[config.mk]
export PLATFORM = sky130hd
export DESIGN_NAME = bf16_mul_scheduler
export DESIGN_NICKNAME = d
export VERILOG_FILES = /design/src/rtl/bf16_mul_scheduler.sv
export SDC_FILE = /design/constraint.sdc
export NUM_CORES = 1
export LEC_CHECK = 0
export ABC_AREA = 1
export CORE_MARGIN = 5
export CORE_UTILIZATION = 50
export CTS_BUF_LIST = sky130_fd_sc_hd__clkbuf_4
export DETAILED_ROUTE_END_ITERATION = 6
export MAX_ROUTING_LAYER = met4
export PLACE_DENSITY_LB_ADDON = 0.12
export SLEW_MARGIN = 20
export SYNTH_ARGS = -nofsm -noshare
export SYNTH_HDL_FRONTEND = slang
export SYNTH_SLANG_ARGS = --single-unit
export TNS_END_PERCENT = 5
[constraint.sdc]
create_clock -name clock -period 6.4 [get_ports clock]
set_input_delay 1.92 -clock clock [delete_from_list [all_inputs] [get_ports clock]]
set_output_delay 1.92 -clock clock [all_outputs]
set_load 0.1 [all_outputs]
[src/rtl/bf16_mul_scheduler.sv]
`default_nettype none
// ============================================================================
//  Module   : bf16_mul_scheduler
//  Brief    : Four-requester round-robin front end for a two-stage bf16
//             multiplier with a single backpressured result port.
//  Revision : 1.0 - initial release
// ============================================================================
module bf16_mul_scheduler #(
    parameter int ROUND_EN = 1
) (
    input  logic        clock,
    input  logic        reset,
    input  logic [3:0]  req_valid,
    input  logic [63:0] req_a,
    input  logic [63:0] req_b,
    output logic [3:0]  req_ready,
    output logic        resp_valid,
    output logic [15:0] resp_y,
    output logic [1:0]  resp_id,
    input  logic        resp_ready,
    output logic [1:0]  occupancy
);

    localparam logic [1:0] c_PTR_RESET = 2'd3;
    localparam logic [7:0] c_EXP_BIAS  = 8'd127;

    logic [1:0]  r_last;
    logic        r_s1_valid;
    logic [15:0] r_s1_a;
    logic [15:0] r_s1_b;
    logic [1:0]  r_s1_id;
    logic        r_resp_valid;
    logic [15:0] r_resp_y;
    logic [1:0]  r_resp_id;

    logic        w_en;
    logic [3:0]  w_grant;
    logic [1:0]  w_grant_id;
    logic        w_grant_any;
    logic        w_accept;
    logic [15:0] w_sel_a;
    logic [15:0] w_sel_b;

    logic        w_sign;
    logic        w_zero;
    logic [15:0] w_prod;
    logic [7:0]  w_exp_sum;
    logic [6:0]  w_mant;
    logic [7:0]  w_exp;
    logic        w_guard;
    logic        w_sticky;
    logic        w_round_up;
    logic [7:0]  w_mant_inc;
    logic [6:0]  w_mant_r;
    logic [7:0]  w_exp_r;
    logic [15:0] w_y;

    // The whole pipeline freezes only when a held result is not being taken.
    assign w_en = !(r_resp_valid && !resp_ready);

    always_comb begin : arbiter
        logic [1:0] v_idx;
        w_grant     = 4'b0000;
        w_grant_id  = 2'd0;
        w_grant_any = 1'b0;
        v_idx       = 2'd0;
        for (int k = 1; k <= 4; k++) begin
            v_idx = r_last + 2'(k);
            if (!w_grant_any && req_valid[v_idx]) begin
                w_grant_any     = 1'b1;
                w_grant_id      = v_idx;
                w_grant[v_idx]  = 1'b1;
            end
        end
    end

    assign req_ready = (w_en && !reset) ? w_grant : 4'b0000;
    assign w_accept  = |req_ready;
    assign w_sel_a   = req_a[16*w_grant_id +: 16];
    assign w_sel_b   = req_b[16*w_grant_id +: 16];

    assign w_sign    = r_s1_a[15] ^ r_s1_b[15];
    assign w_zero    = (r_s1_a[14:0] == 15'd0) || (r_s1_b[14:0] == 15'd0);
    assign w_prod    = 16'({1'b1, r_s1_a[6:0]}) * 16'({1'b1, r_s1_b[6:0]});
    assign w_exp_sum = r_s1_a[14:7] + r_s1_b[14:7] - c_EXP_BIAS;

    always_comb begin
        w_mant     = w_prod[13:7];
        w_guard    = w_prod[6];
        w_sticky   = |w_prod[5:0];
        w_exp      = w_exp_sum;
        if (w_prod[15]) begin
            w_mant   = w_prod[14:8];
            w_guard  = w_prod[7];
            w_sticky = |w_prod[6:0];
            w_exp    = w_exp_sum + 8'd1;
        end
        w_round_up = (ROUND_EN != 0) && w_guard && (w_sticky || w_mant[0]);
        w_mant_inc = {1'b0, w_mant} + 8'd1;
        w_mant_r   = w_mant;
        w_exp_r    = w_exp;
        // A mantissa carry-out renormalises to 1.0 x 2^(E+1).
        if (w_round_up) begin
            w_mant_r = w_mant_inc[6:0];
            if (w_mant_inc[7]) begin
                w_mant_r = 7'd0;
                w_exp_r  = w_exp + 8'd1;
            end
        end
        w_y = w_zero ? {w_sign, 15'd0} : {w_sign, w_exp_r, w_mant_r};
    end

    always_ff @(posedge clock or posedge reset) begin
        if (reset) begin
            r_last       <= c_PTR_RESET;
            r_s1_valid   <= 1'b0;
            r_s1_a       <= 16'd0;
            r_s1_b       <= 16'd0;
            r_s1_id      <= 2'd0;
            r_resp_valid <= 1'b0;
            r_resp_y     <= 16'd0;
            r_resp_id    <= 2'd0;
        end else if (w_en) begin
            r_s1_valid <= w_accept;
            if (w_accept) begin
                r_s1_a  <= w_sel_a;
                r_s1_b  <= w_sel_b;
                r_s1_id <= w_grant_id;
                r_last  <= w_grant_id;
            end
            r_resp_valid <= r_s1_valid;
            r_resp_y     <= w_y;
            r_resp_id    <= r_s1_id;
        end
    end

    assign resp_valid = r_resp_valid;
    assign resp_y     = r_resp_y;
    assign resp_id    = r_resp_id;
    assign occupancy  = {1'b0, r_s1_valid} + {1'b0, r_resp_valid};

endmodule
`default_nettype wire
# After elaboration in Yosys (flattened, before gate mapping)
# Index checks and enable logic that the tools add are counted.
[op_classes] n_bitwise=5 reduce_logical=24 shifts=2 add_sub_neg=9 muxes=37 n_mul=1 n_lt_le_gt_ge=8
[ops] operator="$shiftx 64x7->16" n=2
[ops] operator="$logic_not 15->1" n=2
[ops] operator="$mux 8" n=3
[ops] operator="$mux 7" n=3
[ops] operator="$mux 4" n=5
[ops] operator="$add 8x1->8 const B" n=2
[ops] operator="$mul 8x8->16" n=1
[ops] operator="$mux 15" n=1
[ops] operator="$mux 1" n=13
[ops] operator="$lt 2x3->1 const B" n=4
[ops] operator="$or 4x4->4" n=3
[ops] operator="$logic_and 1x1->1" n=10
[ops] operator="$add 7x1->8 const B" n=1
[ops] operator="$add 8x8->8" n=1
[ops] operator="$bmux 1 s2" n=4
[ops] operator="$demux 1 s2" n=4
[ops] operator="$ge 2x1->1 const B" n=4
[ops] operator="$mux 2" n=4
[ops] operator="$sub 8x7->8 const B" n=1
[ops] operator="$reduce_or 7->1" n=1
[ops] operator="$logic_not 1->1" n=6
[ops] operator="$reduce_or 6->1" n=1
[ops] operator="$add 2x2->2 const B" n=2
[ops] operator="$reduce_or 4->1" n=1
[ops] operator="other kinds (6)" n=7
[word_totals] word_cells=94 in_bits=135 register_bits=56

# Logic depth before layout (Yosys ltp)
[depth] ltp_word=16 mapped_depth=32 mapped_depth_nobuf=30

# Least setup slack after synthesis
# Ideal clock, no wire load.
[synth_path] path_type="input to output" startpoint="input port req_valid[0]" endpoint="output port req_ready[0]" t_arrival_ns=3.403 setup_slack_ns=1.077 required_ns=4.480 stages=9 path_cell_list="nand2_1 > o21ai_0 > nand2_1 > nand2_2 > nor2_2 > nand3_2 > o221ai_1 > nand2_1 > inv_1"
[synth_via] elab_chain_len=13
[synth_rtl] item="from (decl)" line="13" text="input logic [3:0] req_valid,"
[synth_rtl] item="$bmux 1 s2" line="69" text="if (!w_grant_any && req_valid[v_idx]) begin"
[synth_rtl] item="$mux 1 (not written as such)" line="69"
[synth_rtl] item="$mux 1" line="69"
[synth_rtl] item="$logic_not 1->1" line="69"
[synth_rtl] item="$logic_and 1x1->1" line="69"
[synth_rtl] item="$mux 1" line="69"
[synth_rtl] item="$logic_not 1->1" line="69"
[synth_rtl] item="$logic_and 1x1->1" line="69"
[synth_rtl] item="$mux 1" line="69"
[synth_rtl] item="$logic_not 1->1" line="69"
[synth_rtl] item="$logic_and 1x1->1" line="69"
[synth_rtl] item="$mux 4 (*)" line="69"
[synth_rtl] item="$mux 4 (*)" line="77" text="assign req_ready = (w_en && !reset) ? w_grant : 4'b0000;"
[synth_rtl] item="to (decl)" line="16" text="output logic [3:0] req_ready,"
# Every way passes the cells marked *; elsewhere a longest branch is shown, timed or not. The select of a mux whose other input is x is not followed.

# Worst setup path in the final report
[layout_path] startpoint="input port req_valid[1]" endpoint="output port req_ready[0]"
# Same word-level chain as after synthesis.

==> results by group <==
Status
  • Run status: completed

Clocking
  • Total setup buffers inserted after CTS: 0
  • TritonCTS Sinks: 56
  • CTS Buf Count: 5
  • CTS Hold Buffers Added: 0
  • Max Buffers Root-to-Sink: 2
  • Clock latency of the later-clocked register in the worst-skew pair: ~0.40 ns
  • CTS H-tree lvls: 2
  • Number of gates resized after CTS: 0
  • Clock transition time at the flip-flop clock pins of the worst setup and hold paths: about 0.17 ns
  • Clock tree from TritonCTS: yes
  • Clock tree root buffer cell: clkbuf_4

GRT
  • Aggregate global routing overflow: 0
  • Maximum number of pins on one net before global-route repair: 66
  • Via count of the first global-routing pass: about 7.1k
  • Initial antenna violation count: 1
  • Global-route wire length before repair: between 30000 and 40000 um
  • Global Route Usage Sum: roughly a quarter

Synth
  • Adder-cell share of the synthesized area: between 15 and 20%
  • Synth Area in Simple Gates: between 30% and 40%
  • Cell types occupying the most area after synthesis: nand2_1 (20%), dfrtp_1 (19%), inv_1 (10%), fa_1 (10%), ha_1 (9.8%)
  • Area fraction in compound gates after synthesis: ~8%
  • Net count of the mapped netlist: 1355
  • Xor/xnor share of the synthesized area: about 1.7%
  • Warning count from the yosys run: 0
  • Combinational family with the most area after synthesis: simple AND/OR/NAND/NOR gates
  • Largest area contributor in the netlist: nand2_1
  • Count of unique library cells instantiated by Yosys: 38
  • Multiplexer area fraction after synthesis: 0%
  • Share of the synthesized area in the top cell type: 20.3%
  • Mapped Area: 7300 sq um
  • Sequential fraction of the synthesis area: 19.2%
  • Number of flip-flops and latches in the synthesized netlist: 56
  • Cell count after synthesis: roughly 1.1k
  • Mean area per synthesized cell: about 6.5 sq um

Die
  • Die X-Extent: ~130 um
  • Die H: 131 um
  • Overall die area: roughly 17000 sq um
  • Area of the placeable core: between 10000 and 15000 sq um
  • Number of placement rows: 44
  • Initial Util: between 50% and 60%
  • Top-Level Pins: 160

Critical path
  • Data required, critical path: approximately 4.5 ns
  • Type of the setup path with the least slack: in2out
  • Startpoint types: primary input
  • Crit-path max FO: 5
  • CP arrival: 3.72 ns
  • Element type at the critical path end: output port

Timing
  • Tightest Pin Transition: 1.01 ns
  • Setup violations, final: 0
  • Maximum clock rate: around 180 MHz
  • Worst setup slack after layout: 0.758 ns
  • Clock Skew: 0.0201 ns
  • Minimum period implied by the final worst setup slack: 5.64 ns
  • RSZ-0062 raised after global routing: false
  • Slew Viols, Final: 0
  • Relative slew slack: between 30% and 40%
  • Final clock period utilization by the worst path: 88.1%
  • Count of final hold-check violations: 0
  • Total Neg Setup Slack: 0 ns

Detailed routing
  • Remaining number of nets flagged by the antenna check after routing: 0
  • First-iteration detailed-routing DRC count: 401
  • Vias: about 7.2k
  • Routed wire per std cell: 13.7 um
  • Pre-Repair DR Iteration Count: 4
  • Vias per cell: 5.00
  • DR DRC count: 0
  • Total wire length: 19700 um

Layout
  • Share of layout cells above drive strength 1: 5.59%
  • Multi-input combinational cell area: 4810 sq um
  • Layout Nets: 1480
  • Area growth, synth to finish: 23.1%
  • Register area: 1400 sq um
  • Filler Cells Inserted: between 1k and 1.5k

Placement
  • RePlAce Congestion: 0.918
  • Post-detailed-placement half-perimeter wirelength: 16200 um
  • Port bufs: 159
  • Worst slack after detailed placement: slightly below 0.8 ns

Flow run
  • Max-cap viol count: 0

Worst hold path
  • Hold Path Class: reg2reg
==> cell families after synthesis <==
| logic type | count (synthesis) |
|---|---|
| simple gates | 601 |
| fa+ha+maj | 94 |
| buf+inv | 256 |
| xor+xnor | 14 |
| flops | 56 |
| compound gates | 105 |
==> cell usage after synthesis <==
library cell,number
a22oi_1,2
inv_1,199
o21ai_0,27
clkbuf_1,17
a21oi_4,1
dfstp_2,2
o22ai_1,2
nor2_4,2
nand3_1,104
nand2_2,13
o21a_1,1
o21ai_2,4
nand3_2,5
nor3_1,1
xor2_1,10
o211ai_1,8
nand3b_1,2
nor2_1,30
o221ai_1,1
nand4_2,1
nor2_2,7
buf_2,16
xnor2_1,4
fa_1,37
inv_2,7
buf_4,4
ha_1,57
dfrtp_1,54
nor4_1,5
inv_4,2
a21oi_1,29
buf_8,1
o21ai_1,30
nand4_4,1
buf_6,10
nand2_1,394
nand2_4,5
nand4_1,31
==> layout by cell type, fill, tap and decap left out, types with 2 or more instances in the layout <==
cell type        netlist  routed
inv_2                  7       8
nand2_2               13      13
inv_1                199     198
fa_1                  37      37
clkbuf_4               0       5
o211ai_1               8       8
nor2_1                30      30
o21ai_2                4       4
xor2_1                10      10
buf_4                  4       7
o21ai_1               30      30
inv_6                  0       2
nor2_4                 2       3
a21oi_1               29      29
nand3_1              104     104
clkdlybuf4s50_1        0     155
ha_1                  57      57
o21ai_0               27      27
xnor2_1                4       4
nand3b_1               2       2
nand2_1              394     394
dfstp_2                2       2
inv_4                  2       2
nand3_2                5       5
dfrtp_1               54      54
o22ai_1                2       2
nor2_2                 7       6
nor4_1                 5       5
a22oi_1                2       2
nand4_1               31      31
nand2_4                5       5
buf_12                 0       4
==> critical path: stages <==
cell	delay, ns
clkdlybuf4s50_1	0.47
inv_1	0.04
o21ai_0	0.19
nand2_1	0.09
nand2_2	0.12
inv_4	0.07
nand2_4	0.09
inv_2	0.05
a22oi_1	0.15
o221ai_1	0.14
nand2_1	0.13
inv_1	0.09
buf_12	0.17
==> per-stage QoR <==
stage	util, %	instance area (sq um)	hold WS (ns)	std cells
after floorplan	-	7300	0.442	1126
after global placement	61.8	8920	0.457	1428
after detailed placement	61.8	8920	0.465	1428
after CTS	62.2	8980	0.508	1436
after global routing	62.3	8980	0.527	1437
final	62.3	8980	0.499	1437
==> sequential cells by signal, indices dropped and copies added (netlist names) <==
signal	flops
resp_valid	1
r_s1_valid	1
r_s1_b	16
r_last	2
r_s1_id	2
r_s1_a	16
resp_y	16
resp_id	2
==> layer usage <==
layer  GRT usage (%)  part of all wire, %  vias to the layer above
li1                -                    -                     3767
met5               -                    0                        -
met4            5.51                  1.9                        0
met2            42.1                   48                      148
met1            31.2                   44                     3255
met3            5.04                  5.4                       22
==> final cells by class <==
| type | instances | share of cell area [%] |
|---|---|---|
| multi-input cells | 814 | 53.6 |
| repair buffers | 166 | 18.8 |
| flip-flops and latches | 56 | 15.6 |
| inverters | 208 | 8.75 |
| well taps | 184 | 2.56 |
| clock buffers | 5 | 0.418 |
| clock inverters | 3 | 0.279 |
| diodes | 1 | 0.0279 |
==> worst paths after layout <==
check / start / end / slack (ns) / cells after the start
max: req_valid[1] / req_ready[0] / 0.76 / 13
min: resp_y[6] / resp_y[6] / 0.50 / 2
max reg2reg: r_s1_b[5] / resp_y[4] / 1.09 / 26
min reg2reg: resp_y[6] / resp_y[6] / 0.50 / 2
max in group asynchronous: reset / r_s1_a[2] / 3.88 / 3
min in group asynchronous: reset / resp_id[1] / 2.02 / 3
Power is left out: the tool's default activity adds up to more than one toggle a clock period on the data nets, which glitch-free logic cannot reach.
==> edit: new RTL, same settings <==
The parameter `ROUND_EN` goes from 1 to 0.
--- a/src/rtl/bf16_mul_scheduler.sv
+++ b/src/rtl/bf16_mul_scheduler.sv
@@ -8,3 +8,3 @@
 module bf16_mul_scheduler #(
-    parameter int ROUND_EN = 1
+    parameter int ROUND_EN = 0
 ) (
Check against the original RTL: not equivalent (a bounded check fails within 4 cycles, from zero or initial values and one cycle with reset high).
==> edit against the unedited design <==
Register-to-register slack better by 0.59 ns. Wire length is 6.1% lower. Core utilization is 0.48 points higher. Sequential share of layout area is 0.61 points higher. Area after synthesis is 4.7% lower. Design area is 3.8% lower. Setup slack better by 0.22 ns. Sequential cell count stayed put. Die area is 4.3% lower. Critical endpoint unchanged.
Power is left out: the tool's default activity adds up to more than one toggle a clock period on the data nets, which glitch-free logic cannot reach.
==> edit: results (changes against the unedited design) <==
area share of fa/ha/maj cells after synthesis=19.9% (about the same); Crit path max-delay family=buffers and inverters (unchanged); Yosys cell types=36 (was 38); Area contributors post-synth=nand2_1 24%, dfrtp_1 19%, fa_1 10%, ha_1 9.5%, inv_1 9.1% (was nand2_1 20%, dfrtp_1 19%, inv_1 10%, fa_1 10%, ha_1 9.8%); Worst path max stage delay=0.49 ns (was 0.47 ns); DR vias/cell=4.91 (was 5.00); Slew headroom=33.7% (was 32.6%); GPL Wtd Cong=0.919 (was 0.918); drt first pass iters=5 (was 4); post-synthesis mux area share=0% (unchanged); FILL cells=1,348 (was 1,433); top_reg_cell synth=dfrtp_1 (unchanged); 1st-iter DRT viols=403 (was 401); Compound-Gate Fraction of Synth Area=3.02% (was 8.02%); Synth Area in XOR/XNOR=1.76% (was 1.68%); vias in the first global route=6,687 (was 7,108); clk slew on worst S/H paths=~0.16 ns; met2 usage=39.4% (was 42.1%); met1 Resource Use GR=31.1% (was 31.2%); Total GRT Usage=24.2% (was 25.0%); GRT met3 Usage=5.67% (was 5.04%); layout cells sized above 1=3.78% (was 5.59%); global-route wire length before repair=31,800 µm (was 33,500 µm); placed cell areas=8550 µm² (was 8920 µm²); Seq/Total Area, Yosys=20.2% (was 19.2%); initial antenna violation count=2 (was 1); syn nets=1,296 (was 1,355); Detail Placement HPWL=14,800 µm (was 16,200 µm); nets@finish=1,414 (was 1,480); WP data arrival=3.51 ns (was 3.72 ns); CP max FO=8 (was 5); Commonest cells post-synth=445 x nand2_1, 169 x inv_1, 108 x nand3_1 (was 394 x nand2_1, 199 x inv_1, 104 x nand3_1); wire per inst=13.5 µm (was 13.7 µm); Final Skew=0.0272 ns (was 0.0201 ns); Root Driver=clkbuf_4 (unchanged); # hold bufs at CTS=0 (unchanged); status=finished clean (unchanged)
[edit: metal layers]
layer	vias up	part of all wire, %
li1	3526	-
met1	3039	45
met2	171	47
met3	12	6.7
met4	0	1.1
met5	-	0
[edit: final timing paths]
check | startpoint | slack (ns) | to | depth (start not counted)
max | req_valid[2] | 0.97 | req_ready[0] | 12
min | resp_y[12]$_DFFE_PP0N_ | 0.50 | resp_y[12]$_DFFE_PP0N_ | 2
max reg2reg | r_s1_a[4]$_DFFE_PP0P_ | 1.68 | resp_y[9]$_DFFE_PP0N_ | 22
min reg2reg | resp_y[12]$_DFFE_PP0N_ | 0.50 | resp_y[12]$_DFFE_PP0N_ | 2
max in group asynchronous | reset | 3.88 | r_s1_a[2]$_DFFE_PP0P_ | 3
min in group asynchronous | reset | 2.04 | r_s1_b[12]$_DFFE_PP0P_ | 3
[edit: layout make-up]
class                           instances  area, µm²  area share (%)
Multi-Input combinational cell        791       4600            53.3
Tap cell                              180        225            2.61
Clock buffer                            5       37.5           0.434
Sequential cell                        56       1400            16.2
Clock inverter                          3       46.3           0.536
Inverter                              172        651            7.53
Timing Repair Buffer                  164       1670            19.3
Antenna cell                            2       5.00          0.0579
[edit: worst reg2reg max path, delay by kind of cell (launching register included)]
kind | cells | cell delay, ns
compound gates | 1 | 0.23
fa+ha+maj | 5 | 2.39
buf+inv | 5 | 0.27
flops | 1 | 0.66
simple gates | 11 | 1.07
[edit: metrics by stage]
step                util [%]  hold slack [ns]  worst slack, ns  instances
finish                  62.7            0.500            0.974       1373
floorplan                  -            0.442             1.25       1072
detailed placement      62.1            0.464            0.995       1363
global placement        62.1            0.457             1.01       1363
global route            62.7            0.524            0.830       1373
CTS                     62.7            0.502            0.991       1371
[edit: cells by family (layout without fill, tap and decap cells)]
family                   count (synthesis)  after routing
buffers and inverters                  225            344
AND/OR/NAND/NOR                        651            651
AO/OA/AOI/OAI                           37             37
XOR/XNOR                                14             14
flip-flops                              56             56
adder cells (fa/ha/maj)                 89             89
other                                    0              2
